<file path="src/rtl/ysyx_22050550_trapu.sv">
// ysyx_22050550_trapu -- machine-mode trap sequencer.
//
// Accepts one retiring instruction per handshake. On an event (pending
// timer interrupt, ecall or mret), it does three things:
//   - emits a single CSR write-back beat to the register file,
//   - issues one redirect PC to fetch,
//   - holds flush high until fetch takes the redirect.
//
// Ports:
//   clock, reset                   clock, asynchronous active-high reset
//   commit_valid / commit_ready    retiring-instruction handshake
//   commit_pc, commit_ecall,
//   commit_mret                    retiring instruction and its trap flags
//   mepc..mip                      live CSR values from the register file
//   wbcsren, wbm*                  CSR write-back enables and data
//                                  (one-cycle beat)
//   flush                          squash younger pipeline contents
//   redirect_valid/_pc/_ready      redirect handshake towards fetch
module ysyx_22050550_trapu #(
  parameter int unsigned XLEN     = 64,
  parameter int unsigned MTIP_BIT = 7
) (
  input  logic            clock,
  input  logic            reset,
  input  logic            commit_valid,
  output logic            commit_ready,
  input  logic [XLEN-1:0] commit_pc,
  input  logic            commit_ecall,
  input  logic            commit_mret,
  input  logic [XLEN-1:0] mepc,
  input  logic [XLEN-1:0] mcause,
  input  logic [XLEN-1:0] mtvec,
  input  logic [XLEN-1:0] mstatus,
  input  logic [XLEN-1:0] mie,
  input  logic [XLEN-1:0] mip,
  output logic [7:0]      wbcsren,
  output logic [XLEN-1:0] wbmepc,
  output logic [XLEN-1:0] wbmcause,
  output logic [XLEN-1:0] wbmtvec,
  output logic [XLEN-1:0] wbmstatus,
  output logic [XLEN-1:0] wbmie,
  output logic [XLEN-1:0] wbmip,
  output logic            flush,
  output logic            redirect_valid,
  output logic [XLEN-1:0] redirect_pc,
  input  logic            redirect_ready
);

  typedef enum logic [1:0] {
    IDLE     = 2'd0,
    WRITE    = 2'd1,
    REDIRECT = 2'd2
  } state_t;

  typedef enum logic [1:0] {
    EV_NONE  = 2'd0,
    EV_IRQ   = 2'd1,
    EV_ECALL = 2'd2,
    EV_MRET  = 2'd3
  } event_t;

  localparam logic [7:0] EN_TRAP = 8'b0000_1011;
  localparam logic [7:0] EN_MRET = 8'b0000_1000;

  state_t          state_q, state_d;
  logic            commit_ready_q, commit_ready_d;
  logic [7:0]      wbcsren_q, wbcsren_d;
  logic [XLEN-1:0] wbmepc_q, wbmepc_d;
  logic [XLEN-1:0] wbmcause_q, wbmcause_d;
  logic [XLEN-1:0] wbmstatus_q, wbmstatus_d;
  logic            flush_q, flush_d;
  logic            redirect_valid_q, redirect_valid_d;
  logic [XLEN-1:0] redirect_pc_q, redirect_pc_d;
  logic [XLEN-1:0] target_q, target_d;

  logic            irq;
  event_t          ev;
  logic [XLEN-1:0] trap_status;
  logic [XLEN-1:0] mret_status;
  logic [XLEN-1:0] irq_cause;

  // mcause is never read and only the MTIP/MTIE bits of mie/mip matter.
  logic unused_inputs;
  assign unused_inputs = ^{mcause, mtvec[1:0], mie, mip};

  always_comb begin
    irq       = mstatus[3] & mie[MTIP_BIT] & mip[MTIP_BIT];
    irq_cause = '0;
    irq_cause[XLEN-1] = 1'b1;
    irq_cause[2:0]    = 3'd7;

    if (irq)               ev = EV_IRQ;
    else if (commit_ecall) ev = EV_ECALL;
    else if (commit_mret)  ev = EV_MRET;
    else                   ev = EV_NONE;

    trap_status        = mstatus;
    trap_status[7]     = mstatus[3];
    trap_status[3]     = 1'b0;
    trap_status[12:11] = 2'b11;

    mret_status        = mstatus;
    mret_status[3]     = mstatus[7];
    mret_status[7]     = 1'b1;
    mret_status[12:11] = 2'b11;
  end

  // The write beat is computed from the inputs present at accept and loaded
  // straight into the output registers. This is equivalent to latching the
  // CSRs and computing the beat during WRITE, but needs fewer registers.
  // Only the redirect target has to be carried across into REDIRECT.
  always_comb begin
    state_d          = state_q;
    commit_ready_d   = commit_ready_q;
    flush_d          = flush_q;
    redirect_valid_d = redirect_valid_q;
    redirect_pc_d    = redirect_pc_q;
    target_d         = target_q;
    wbcsren_d        = '0;
    wbmepc_d         = '0;
    wbmcause_d       = '0;
    wbmstatus_d      = '0;

    unique case (state_q)
      IDLE: begin
        if (commit_valid && commit_ready_q && ev != EV_NONE) begin
          state_d        = WRITE;
          commit_ready_d = 1'b0;
          flush_d        = 1'b1;
          if (ev == EV_MRET) begin
            wbcsren_d   = EN_MRET;
            wbmstatus_d = mret_status;
            target_d    = mepc;
          end else begin
            wbcsren_d   = EN_TRAP;
            wbmepc_d    = commit_pc;
            wbmcause_d  = (ev == EV_IRQ) ? irq_cause : XLEN'(11);
            wbmstatus_d = trap_status;
            target_d    = {mtvec[XLEN-1:2], 2'b00};
          end
        end
      end
      WRITE: begin
        state_d          = REDIRECT;
        redirect_valid_d = 1'b1;
        redirect_pc_d    = target_q;
      end
      REDIRECT: begin
        if (redirect_ready) begin
          state_d          = IDLE;
          redirect_valid_d = 1'b0;
          redirect_pc_d    = '0;
          flush_d          = 1'b0;
          commit_ready_d   = 1'b1;
        end
      end
      default: begin
        state_d          = IDLE;
        commit_ready_d   = 1'b1;
        flush_d          = 1'b0;
        redirect_valid_d = 1'b0;
        redirect_pc_d    = '0;
      end
    endcase
  end

  always_ff @(posedge clock or posedge reset) begin
    if (reset) begin
      state_q          <= IDLE;
      commit_ready_q   <= 1'b1;
      wbcsren_q        <= '0;
      wbmepc_q         <= '0;
      wbmcause_q       <= '0;
      wbmstatus_q      <= '0;
      flush_q          <= 1'b0;
      redirect_valid_q <= 1'b0;
      redirect_pc_q    <= '0;
      target_q         <= '0;
    end else begin
      state_q          <= state_d;
      commit_ready_q   <= commit_ready_d;
      wbcsren_q        <= wbcsren_d;
      wbmepc_q         <= wbmepc_d;
      wbmcause_q       <= wbmcause_d;
      wbmstatus_q      <= wbmstatus_d;
      flush_q          <= flush_d;
      redirect_valid_q <= redirect_valid_d;
      redirect_pc_q    <= redirect_pc_d;
      target_q         <= target_d;
    end
  end

  assign commit_ready   = commit_ready_q;
  assign wbcsren        = wbcsren_q;
  assign wbmepc         = wbmepc_q;
  assign wbmcause       = wbmcause_q;
  assign wbmtvec        = '0;
  assign wbmstatus      = wbmstatus_q;
  assign wbmie          = '0;
  assign wbmip          = '0;
  assign flush          = flush_q;
  assign redirect_valid = redirect_valid_q;
  assign redirect_pc    = redirect_pc_q;

endmodule

</file>
<file path="config.mk">
export PLATFORM = sky130hd
export DESIGN_NAME = ysyx_22050550_trapu
export DESIGN_NICKNAME = d
export VERILOG_FILES = /design/src/rtl/ysyx_22050550_trapu.sv
export SDC_FILE = /design/constraint.sdc
export NUM_CORES = 1
export LEC_CHECK = 0
export ABC_AREA = 1
export BUFFER_PORTS_ARGS = -buffer_cell sky130_fd_sc_hd__buf_4
export CAP_MARGIN = 20
export CORE_AREA = 2 2 358 360
export CTS_CLUSTER_SIZE = 40
export DETAILED_ROUTE_END_ITERATION = 16
export DIE_AREA = 0 0 360 362
export PLACE_DENSITY = 0.33
export SLEW_MARGIN = 20
export SYNTH_ARGS = -nofsm -noshare
export SYNTH_HDL_FRONTEND = slang
export SYNTH_SLANG_ARGS = --single-unit
</file>
<file path="constraint.sdc">
create_clock -name clock -period 9.6 [get_ports clock]
set_input_delay 2.88 -clock clock [delete_from_list [all_inputs] [get_ports clock]]
set_output_delay 2.88 -clock clock [all_outputs]
set_load 0.02 [all_outputs]
</file>
Word level (Yosys, flattened, before mapping)
Cells that the tools add are included.
- eq/ne operators: 6
- mux-type cells: 29
- bitwise logic cells: 4
- reduce and logical (&&, ||, !) cells: 8
- operators with widths (kind ; number):
    $mux W64 ; 11
    $pmux W64 S3 ; 1
    $mux W2 ; 6
    $pmux W1 S3 ; 3
    $mux W4 ; 2
    $mux W8 ; 1
    $pmux W2 S3 ; 1
    $reduce_and A2 Y1 ; 3
    $eq A2 B1 Y1 const B ; 2
    $eq A2 B2 Y1 const B ; 2
    $mux W1 ; 4
    $ne A2 B2 Y1 const B ; 2
    $reduce_and A3 Y1 ; 1
    $and A1 B1 Y1 ; 2
    $logic_and A1 B1 Y1 ; 2
    $logic_not A2 Y1 ; 1
    $not A1 Y1 ; 2
    $reduce_bool A2 Y1 ; 1
- register bits: 333
- output and inout port bits: 459
- word-level logic and storage cells: 57

Logic depth before layout (Yosys ltp)
Gate-level depths: netlist of run 1.
- depth after elaboration: 8
- depth in mapped cells: 10
- mapped depth without buffers: 8

Worst setup path before layout of run 1
OpenSTA, ideal clock, no wires.
- kind: input-to-reg
- start point: input mie[7]
- end point: register target_q[10]
- arrival time: 3.635 ns
- required time: 9.483 ns
- slack: 5.848 ns
- stages on the path: 7
- path buffers: 2
- path through: nand3_2 -> nand2_1 -> nand3_2 -> buf_2 -> buf_2 -> nand2_1 -> nand2_1
- longest elaborated chain between the ends: 6
- elaborated cells between the ends (all ways): 8
- RTL lines (what ; RTL line ; source):
    start, declared ; 34 ; input logic [XLEN-1:0] mie,
    $and A1 B1 Y1 * (2 in series) ; 87 ; irq = mstatus[3] & mie[MTIP_BIT] & mip[MTIP_BIT];
    $mux W2 * ; 92 ; if (irq) ev = EV_IRQ;
    $reduce_bool A2 Y1 ; 126 ; if (commit_valid && commit_ready_q && ev != EV_NONE) begin
    $logic_and A1 B1 Y1 ; 126 ;
    $reduce_and A2 Y1 (no source line) ; - ;
    end signal, assigned ; 189 ; target_q <= target_d;
    end, declared ; 74 ; logic [XLEN-1:0] target_q, target_d;
Mark *: on every way between the ends. The rest lies on a longest branch, timed or not.
A chain may end at the register's enable or synchronous reset.

Final worst setup path of run 1
- start point: input mstatus[3]
- end point: register target_q[19]
- longest elaborated chain between the ends: 6
- elaborated cells between the ends (all ways): 8
- RTL lines (what ; RTL line ; source):
    start, declared ; 33 ; input logic [XLEN-1:0] mstatus,
    $and A1 B1 Y1 * (2 in series) ; 87 ;
    $mux W2 * ; 92 ;
    $reduce_bool A2 Y1 ; 126 ;
    $logic_and A1 B1 Y1 ; 126 ;
    $reduce_and A2 Y1 (no source line) ; - ;
Marked as above.

==> results of run 1 <==
-- per-layer routing --
metal / vias to the layer above / part of all wire / track usage
li1: 4350 / - / -
met3: 60 / 0.12 / 0.0356
met4: 6 / 0.027 / 0.0221
met1: 4325 / 0.43 / 0.0956
met5: - / 0.00071 / 0
met2: 569 / 0.42 / 0.112
-- state kept, by name (all words and copies together), names as in the netlist --
signal,flops
wbmstatus,63
redirect_valid,1
wbmepc,64
commit_ready,1
state_q,2
wbmcause,2
redirect_pc,64
flush,1
wbcsren,1
target_q,64
-- worst reg2reg max path, cell delays in order (launching register included) --
cell and delay (ns):
dfrtp_1 0.39, nor2_1 0.28, nand3_4 0.34, inv_4 0.52, buf_4 0.55, nand2_1 0.32, nand2_1 0.10
-- cell usage after synthesis --
library cell | instances | area, um^2
nor2_2 | 2 | 12.5
buf_2 | 25 | 125
dfrtp_1 | 262 | 6560
nand2_1 | 391 | 1470
buf_4 | 267 | 2000
o21ai_1 | 2 | 10.0
buf_1 | 4 | 15.0
inv_2 | 3 | 11.3
inv_1 | 134 | 503
clkbuf_1 | 11 | 41.3
nand3_2 | 2 | 20.0
dfstp_2 | 1 | 26.3
nand2_2 | 1 | 6.26
o21ai_0 | 1 | 5.00
buf_6 | 7 | 78.8
nand3b_1 | 1 | 7.51
nor2_1 | 131 | 492
a22o_1 | 64 | 561
conb_1 | 1 | 3.75
-- worst min-delay path by stage --
stage / endpoint / slack [ns] / cells after the start
2_1_floorplan: target_q[10] / 0.45 / 2
3_3_place_gp: target_q[52] / 0.46 / 2
3_5_place_dp: target_q[12] / 0.47 / 2
4_1_cts: redirect_pc[38] / 0.48 / 1
5_1_grt: target_q[54] / 0.49 / 2
6_report: target_q[3] / 0.48 / 2
-- logic make-up (layout without fill, tap and decap cells) --
group           count (synthesis)  in the layout  synth area share
compound gates                 67             67            0.0482
buf+inv                       451            682             0.233
other cells                     1            261          0.000314
simple gates                  528            528             0.168
flops                         263            263             0.551
-- through the flow --
stage,worst slack [ns],instance area [um^2],hold slack (ns)
final,4.96,17700,0.476
after CTS,4.79,17700,0.479
after global routing,4.70,17700,0.493
after global placement,4.10,16300,0.464
after detailed placement,4.14,16300,0.465
after floorplan,3.25,12900,0.449
-- report_power, final --
part	leakage (nW)	total [W]	internal, W	switching [W]
combinational	5.58	0.00129	0.000453	0.000837
clock	0.669	0.00154	0.000941	0.000594
sequential	3.53	0.00154	0.00139	0.000150
-- cell type report --
| class | count | area (um^2) | share of cell area |
|---|---|---|---|
| Antenna cell | 5 | 12.5 | 0.000707 |
| Clock buffer | 58 | 1190 | 0.0673 |
| Clock inverter | 15 | 170 | 0.00962 |
| Inverter | 137 | 526 | 0.0297 |
| Multi-Input combinational cell | 851 | 3560 | 0.201 |
| Sequential cell | 263 | 6580 | 0.372 |
| Tap cell | 1662 | 2080 | 0.118 |
| Timing Repair Buffer | 472 | 3570 | 0.202 |
==> impl_metrics.yaml, run 1 <==
cells_and_area:
  fillers: 14600
  drive_gt1_frac: 0.306
  final_common_cell: "buf_4"
  syn_to_final_growth_pct: 48.1
  final_cell_mix: "470 x buf_4, 390 x nand2_1, 262 x dfrtp_1"
  nNetsFinal: 2219
  final_core_utilization: 0.140
  fin_cells: 3463
floorplan:
  die_w_um: 360
  rows: 131
  die-area_mm2: 0.130
  initial_utilization: 0.0943
  core_mm2: 0.127
  io_pins: 913
  fp.dieH_um: 362
yosys:
  syn_avg_cell_area_um2: 9.12
  ys_seq_elements: 263
  synthCells: 1310
  yosysSeqAreaShare: 0.551
  yosys_warnings: 0
  yosysUniqueCellTypes: 19
  syn-cell-area_mm2: 0.0119
sta:
  fin_crit_sh: 0.483
  relSlewSlack: 0.346
  hold_viol: 0
  tightest_slew_ns: 0.981
  fmax_mhz: 216
  setup_viol: 0
  post-route-min-period_ns: 4.64
  tns_ns: 0
  rsz0062_at_grt: "no"
  fin_skew_ns: 0.0296
  finalMaxSlewViolations: 0
clock_network:
  clk_path_buf_depth: 3
  clock_latency_ns: 0.59
  cts_hold_buf: 0
  cts_resized: 0
  cts_sinks: 263
  numCtsBuffers: 40
  post_cts_buffers: 0
  clock-root-buffer: "clkbuf_16"
  cts_tree: "yes"
  cts.htree.levels: 2
  clkTransAtPathRegs_ns: 0.05
worst_setup_path:
  end_kind: "flip-flop"
  worstSetupStartpoint: "mstatus[3]"
  cpPeakStageDelay_ns: 0.54
  critPathKind: "in -> reg"
  cpLargestDelayFamily: "buffers and inverters"
  r2r_slack_ns: 7.03
  crit_end: "target_q[19]"
  path_buf_inv: 3
  critPathSlowestCell: "buf_4"
  critPathLaunchType: "input port"
  crit_top_cell: "nand2_1"
  crit_chain: "buf_4 -> nand3_2 -> nand2_1 -> nand3_4 -> inv_4 -> buf_4 -> nand2_1 -> nand2_1"
  reg2reg_from: "state_q[0]"
  cp.required_ns: 10.10
  critPathMaxFanout: 38
  reg2reg_to: "target_q[19]"
  r2r_cells: 6
  worstPathArrival_ns: 5.14
  path_depth: 8
routing:
  initialDrtViolationCount: 384
  routedWlPerCell_um: 14.7
  drt_pre_antenna_iters: 4
  vias: 9310
  wirelength_mm: 50.7
  drc: 0
  routed_via_density: 2.69
  drtAntennaViolNets: 0
grt:
  grt_max_degree: 138
  grt_pass1_vias: 9120
  antenna_found_initial: 11
  grt_pass1_wl_mm: 69.9
  grt.overflow.total: 0
  track_usage: 0.0752
flow_run:
  drv_cap: 0
power_and_ir_drop:
  power_density_mw_per_mm2: 247
  power_w: 0.00436
  total_leakage_power_nw: 9.78
  ir_drop_mv: 0.105
placed_design:
  gp_congestion: 0.695
  dp_cells: 3385
  io_buffer_count: 462
  dp_hpwl_mm: 37.3
outcome:
  status: "finished clean"
worst_hold_path:
  hp-class: "reg -> reg"
  min-delay-start: "target_q[3]"
No activity file was read; power rests on OpenSTA's default activity.
==> run 2, diff against run 1 <==
--- a/config.mk
+++ b/config.mk
@@ -5,14 +5,14 @@
 export SDC_FILE = /design/constraint.sdc
 export NUM_CORES = 1
 export LEC_CHECK = 0
-export ABC_AREA = 1
+export ABC_AREA = 0
 export BUFFER_PORTS_ARGS = -buffer_cell sky130_fd_sc_hd__buf_4
 export CAP_MARGIN = 20
-export CORE_AREA = 2 2 358 360
+export CORE_AREA = 2 2 354 356
 export CTS_CLUSTER_SIZE = 40
 export DETAILED_ROUTE_END_ITERATION = 16
-export DIE_AREA = 0 0 360 362
-export PLACE_DENSITY = 0.33
+export DIE_AREA = 0 0 356 358
+export PLACE_DENSITY = 0.32
 export SLEW_MARGIN = 20
 export SYNTH_ARGS = -nofsm -noshare
 export SYNTH_HDL_FRONTEND = slang
==> constraint.sdc (replaced) <==
create_clock -name clock -period 4.51 [get_ports clock]
set_input_delay 1.353 -clock clock [delete_from_list [all_inputs] [get_ports clock]]
set_output_delay 1.353 -clock clock [all_outputs]
set_load 0.02 [all_outputs]
==> run 2 against run 1 <==
  * Sequential power up 77%
  * Clock-buffer cell count up 1
  * Final cell count down 8.3%
  * First-iteration DRC count up 15%
  * Largest cell class unchanged
  * Synthesized cell count down 19%
  * Synthesized area down 0.42%
  * Sequential share of layout area up 0.36 points
  * Clock skew up 0.0016 ns
  * Utilization up 0.24 points
  * Via count down 4.7%
  * Critical path depth down 2
==> impl_metrics.yaml, run 2 <==
cells_and_area:
  drive_gt1_frac: 0.365
  final_cell_mix: "472 x buf_4, 262 x dfrtp_1, 256 x conb_1"
  syn_to_final_growth_pct: 47.3
  final_common_cell: "buf_4"
  nNetsFinal: 1962
clock_network:
  cts_sinks: 263
  clock_latency_ns: 0.60
  cts_hold_buf: 0
  cts.htree.levels: 2
  numCtsBuffers: 39
  clkTransAtPathRegs_ns: 0.06
  cts_tree: "yes"
  post_cts_buffers: 0
  clock-root-buffer: "clkbuf_16"
  clk_path_buf_depth: 3
  cts_resized: 0
yosys:
  synthCells: 1064
  ys_seq_elements: 263
  synthFlopType: "dfrtp_1"
  yosysMostFrequentCell: "buf_4"
  synthTopCellsByCount: "268 x buf_4, 262 x dfrtp_1, 66 x and3_1"
  yosysUniqueCellTypes: 34
  yosys.area.top_type: "dfrtp_1"
  syn-cell-area_mm2: 0.0119
  synth_top_area_frac: 0.551
  syn_avg_cell_area_um2: 11.2
  yosysSeqAreaShare: 0.553
  synthArstFlopShare: 1.00
  synthTopCellsByArea: "dfrtp_1 55%, buf_4 17%, a22o_1 4.7%"
  yosys_warnings: 0
  synth_edf_count: 0
worst_setup_path:
  worstSetupStartpoint: "mie[7]"
  crit_top_cell: "buf_4"
  end_kind: "flip-flop"
  crit_chain: "buf_4 -> a31o_4 -> o21ai_4 -> inv_4 -> buf_4 -> and2_1"
  worstPathArrival_ns: 3.09
  crit_end: "wbmstatus[21]"
  critPathKind: "in -> reg"
  critPathLaunchType: "input port"
  critPathSlowestCell: "o21ai_4"
  cp.required_ns: 4.92
  reg2reg_from: "state_q[1]"
  r2r_cells: 5
  r2r_slack_ns: 2.08
  reg2reg_to: "target_q[14]"
  cpPeakStageDelay_ns: 0.36
  critPathMaxFanout: 59
routing:
  drt_pre_antenna_iters: 4
  vias: 8873
  initialDrtViolationCount: 442
  routedWlPerCell_um: 16.4
  drtAntennaViolNets: 0
  drc: 0
  routed_via_density: 2.79
  wirelength_mm: 52.1
sta:
  hold_viol: 0
  rsz0062_at_grt: "no"
  post-route-min-period_ns: 2.68
  relSlewSlack: 0.298
  finalMaxSlewViolations: 0
  tns_ns: 0
  fmax_mhz: 373
  fin_crit_sh: 0.594
  fin_skew_ns: 0.0312
  tightest_slew_ns: 1.05
  setup_viol: 0
flow_run:
  drv_cap: 0
floorplan:
  initial_utilization: 0.0965
  core_mm2: 0.123
  rows: 129
  die_w_um: 356
  io_pins: 913
  die-area_mm2: 0.127
  fp.dieH_um: 358
outcome:
  status: "finished clean"
grt:
  track_usage: 0.0772
  grt_max_degree: 193
  grt.overflow.total: 0
  grt_pass1_wl_mm: 70.3
  antenna_found_initial: 16
  grt_pass1_vias: 9072
placed_design:
  gp_congestion: 0.807
  io_buffer_count: 462
  dp_hpwl_mm: 38.2
power_and_ir_drop:
  ir_drop_mv: 0.217
  power_density_mw_per_mm2: 392
  total_leakage_power_nw: 8.79
  power_w: 0.00687
worst_hold_path:
  hp-class: "reg -> reg"
  min_path_cells: 1
## run 2: area by class of cell
| class | instances | area [um^2] |
|---|---|---|
| clock buffer | 59 | 1160 |
| inverter | 65 | 250 |
| antenna | 3 | 7.51 |
| fill | 14000 | 106000 |
| clock inverter | 10 | 92.6 |
| timing repair buffer | 479 | 3680 |
| tap | 1637 | 2050 |
| multi-input combinational | 660 | 3690 |
| sequential | 263 | 6580 |
## run 2: layer usage
layer	global-route usage	vias to the layer above	share of wire
li1	-	3962	-
met1	0.0979	4295	0.42
met2	0.121	530	0.45
met3	0.0288	72	0.10
met4	0.0244	14	0.023
met5	0	-	0.0015
## run 2: stage by stage
step,hold slack (ns),instance area (um^2),util,setup WS [ns],cells
final,0.478,17500,0.142,1.83,3176
after global routing,0.493,17500,0.142,1.70,3173
after CTS,0.482,17500,0.142,1.73,3173
after detailed placement,0.469,16300,0.132,1.10,3104
after global placement,0.471,16300,0.132,1.13,3104
after floorplan,0.466,12900,-,-0.312,1319
## run 2: worst min path at each step
| stage | slack [ns] | startpoint | to |
|---|---|---|---|
| 6_report | 0.48 | redirect_valid | redirect_valid |
| 5_1_grt | 0.49 | redirect_valid | redirect_valid |
| 4_1_cts | 0.48 | target_q[6] | redirect_pc[6] |
| 3_5_place_dp | 0.47 | redirect_valid | redirect_valid |
| 3_3_place_gp | 0.47 | redirect_valid | redirect_valid |
| 2_1_floorplan | 0.47 | target_q[10] | redirect_pc[10] |
## run 2: logic make-up (layout without fill, tap and decap cells)
logic type	Yosys count	after routing	synth area share
compound gates	137	137	0.107
simple gates	267	267	0.120
flops	263	263	0.553
other cells	1	259	0.000315
buf+inv	396	613	0.219
## run 2: critical path, delay by kind of cell
kind | cells | cell delay (ns)
AOI/OAI and AO/OA | 2 | 0.64
buffers and inverters | 3 | 0.74
and+or+nand+nor | 1 | 0.24
## run 2: where the power goes
group	switching (W)	internal (W)	leakage (nW)	total [W]
sequential	0.000138	0.00259	3.39	0.00273
clock	0.00122	0.00178	0.617	0.00300
combinational	0.000652	0.000483	4.78	0.00113
==> run 3, diff against run 2 <==
--- a/config.mk
+++ b/config.mk
@@ -5,13 +5,13 @@
 export SDC_FILE = /design/constraint.sdc
 export NUM_CORES = 1
 export LEC_CHECK = 0
-export ABC_AREA = 0
+export ABC_AREA = 1
 export BUFFER_PORTS_ARGS = -buffer_cell sky130_fd_sc_hd__buf_4
 export CAP_MARGIN = 20
-export CORE_AREA = 2 2 354 356
+export CORE_AREA = 2 2 355 357
 export CTS_CLUSTER_SIZE = 40
 export DETAILED_ROUTE_END_ITERATION = 16
-export DIE_AREA = 0 0 356 358
+export DIE_AREA = 0 0 357 359
 export PLACE_DENSITY = 0.32
 export SLEW_MARGIN = 20
 export SYNTH_ARGS = -nofsm -noshare
==> constraint.sdc (replaced) <==
create_clock -name clock -period 2.5 [get_ports clock]
set_input_delay 0.75 -clock clock [delete_from_list [all_inputs] [get_ports clock]]
set_output_delay 0.75 -clock clock [all_outputs]
set_load 0.02 [all_outputs]
==> run 3 against run 2 <==
  * Total power up 140%
  * Clock-buffer cell count down 12
  * Utilization up 0.18 points
  * Register-to-register slack worse by 1.4 ns
  * Sequential power up 120%
  * Flip-flop and latch count unchanged
  * Critical path depth down 5
  * Non-clock buffer count up 20
  * Final area up 2.3%
  * Worst setup slack worse by 1.4 ns
  * Critical endpoint is now commit_ready
  * Highest routed layer unchanged
==> impl_metrics.yaml, run 3 (synthesis gave the netlist of run 1 again) <==
clock_network:
  cts_sinks: 263
  cts.htree.levels: 2
  numCtsBuffers: 37
  cts_tree: "yes"
  clk_path_buf_depth: 3
  cts_hold_buf: 0
  post_cts_buffers: 0
  clock-root-buffer: "clkbuf_16"
  cts_resized: 0
  clkTransAtPathRegs_ns: 0.05
  clock_latency_ns: 0.57
grt:
  grt_max_degree: 75
  antenna_found_initial: 10
  grt_pass1_vias: 9066
  grt.overflow.total: 0
  track_usage: 0.0723
  grt_pass1_wl_mm: 66.8
floorplan:
  io_pins: 913
  die_w_um: 357
  fp.dieH_um: 359
  core_mm2: 0.125
  initial_utilization: 0.0959
  rows: 130
  die-area_mm2: 0.128
worst_setup_path:
  cpLargestDelayFamily: "flip-flops"
  critPathSlowestCell: "dfstp_2"
  worstPathArrival_ns: 1.34
  critPathLaunchType: "flip-flop"
  critPathMaxFanout: 3
  end_kind: "output pin"
  cp.required_ns: 1.75
  critPathKind: "reg -> out"
  path_buf_inv: 1
  cpPeakStageDelay_ns: 0.60
  crit_chain: "buf_4"
flow_run:
  drv_cap: 0
sta:
  tns_ns: 0
  setup_viol: 0
  fmax_mhz: 479
  fin_skew_ns: 0.0112
  hold_viol: 0
  post-route-min-period_ns: 2.09
  rsz0062_at_grt: "no"
  tightest_slew_ns: 0.501
  finalMaxSlewViolations: 0
  relSlewSlack: 0.666
  fin_crit_sh: 0.835
routing:
  vias: 9243
  wirelength_mm: 48.6
  drc: 0
  routed_via_density: 2.66
  drt_pre_antenna_iters: 4
  routedWlPerCell_um: 14.0
  drtAntennaViolNets: 0
  initialDrtViolationCount: 306
power_and_ir_drop:
  power_density_mw_per_mm2: 923
  intPower_w: 0.0105
  comb_power_share: 0.309
  ir_drop_mv: 0.656
  seq_power_share: 0.358
  clkPwrFrac: 0.333
  swShare: 0.364
  total_leakage_power_nw: 9.91
  p_sw_w: 0.00601
cells_and_area:
  postLayoutCellArea_mm2: 0.0179
  final_cell_mix: "484 x buf_4, 390 x nand2_1, 262 x dfrtp_1"
  nNetsFinal: 2243
  drive_gt1_frac: 0.316
  fillers: 14400
  fin_cells: 3469
  final_common_cell: "buf_4"
  syn_to_final_growth_pct: 50.1
worst_hold_path:
  hp-class: "in -> async"
placed_design:
  place_area_mm2: 0.0167
  gp_congestion: 0.721
  io_buffer_count: 462
  dp_cells: 3400
  dp_hpwl_mm: 37.2
outcome:
  status: "finished clean"
## run 3: cell count changes in the layout (fill, tap and decap cells not counted), sizes merged, moves of 3 or more
cell	delta
nand2	+327
nor2	+128
inv	+73
and3	-66
o221ai	-62
and2	-61
nand3	-61
buf	+20
clkbuf	-12
bufinv	+3
clkinvlp	+3
## run 3: worst paths after layout
path	from	cells after the start	end	slack (ns)
min in group clock	mstatus[49]	3	wbmstatus[49]	0.39
hold / removal	reset	3	wbcsren[1]	0.34
max in group asynchronous	reset	4	redirect_pc[47]	1.72
setup reg to reg	commit_ready	7	target_q[16]	0.72
hold reg to reg	target_q[5]	2	target_q[5]	0.48
setup / recovery	commit_ready	1	commit_ready	0.41
## run 3: through the flow
step,hold WS (ns),power (W),setup slack [ns],util
after floorplan,0.449,0.00897,-1.72,-
after global placement,0.464,0.0113,0.307,0.134
after detailed placement,0.467,0.0113,0.319,0.134
after CTS,0.296,0.0171,0.336,0.144
after global routing,0.312,0.0176,0.354,0.144
final,0.338,0.0165,0.413,0.144
## run 3: per-layer routing
layer	share of wire	global-route usage	vias up
met1	0.44	0.0944	4242
met3	0.10	0.0273	66
li1	-	-	4392
met4	0.023	0.0206	12
met5	0.0017	0	-
met2	0.43	0.110	531
## run 3: power by group through the flow
stage | combinational [W] | clock, W | sequential [W]
2_1_floorplan | 0.00238 | 0 | 0.00659
3_3_place_gp | 0.00528 | 0 | 0.00599
3_5_place_dp | 0.00526 | 0 | 0.00599
4_1_cts | 0.00528 | 0.00584 | 0.00594
5_1_grt | 0.00560 | 0.00599 | 0.00605
6_report | 0.00511 | 0.00551 | 0.00592
## run 3: final cells by class
| type | count | area, um^2 | share of cell area |
|---|---|---|---|
| diodes | 4 | 10.0 | 0.000558 |
| repair buffers | 499 | 3930 | 0.219 |
| multi-input cells | 851 | 3560 | 0.199 |
| flip-flops and latches | 263 | 6580 | 0.367 |
| well taps | 1650 | 2060 | 0.115 |
| clock buffers | 47 | 1040 | 0.0583 |
| clock inverters | 18 | 205 | 0.0114 |
| inverters | 137 | 526 | 0.0293 |
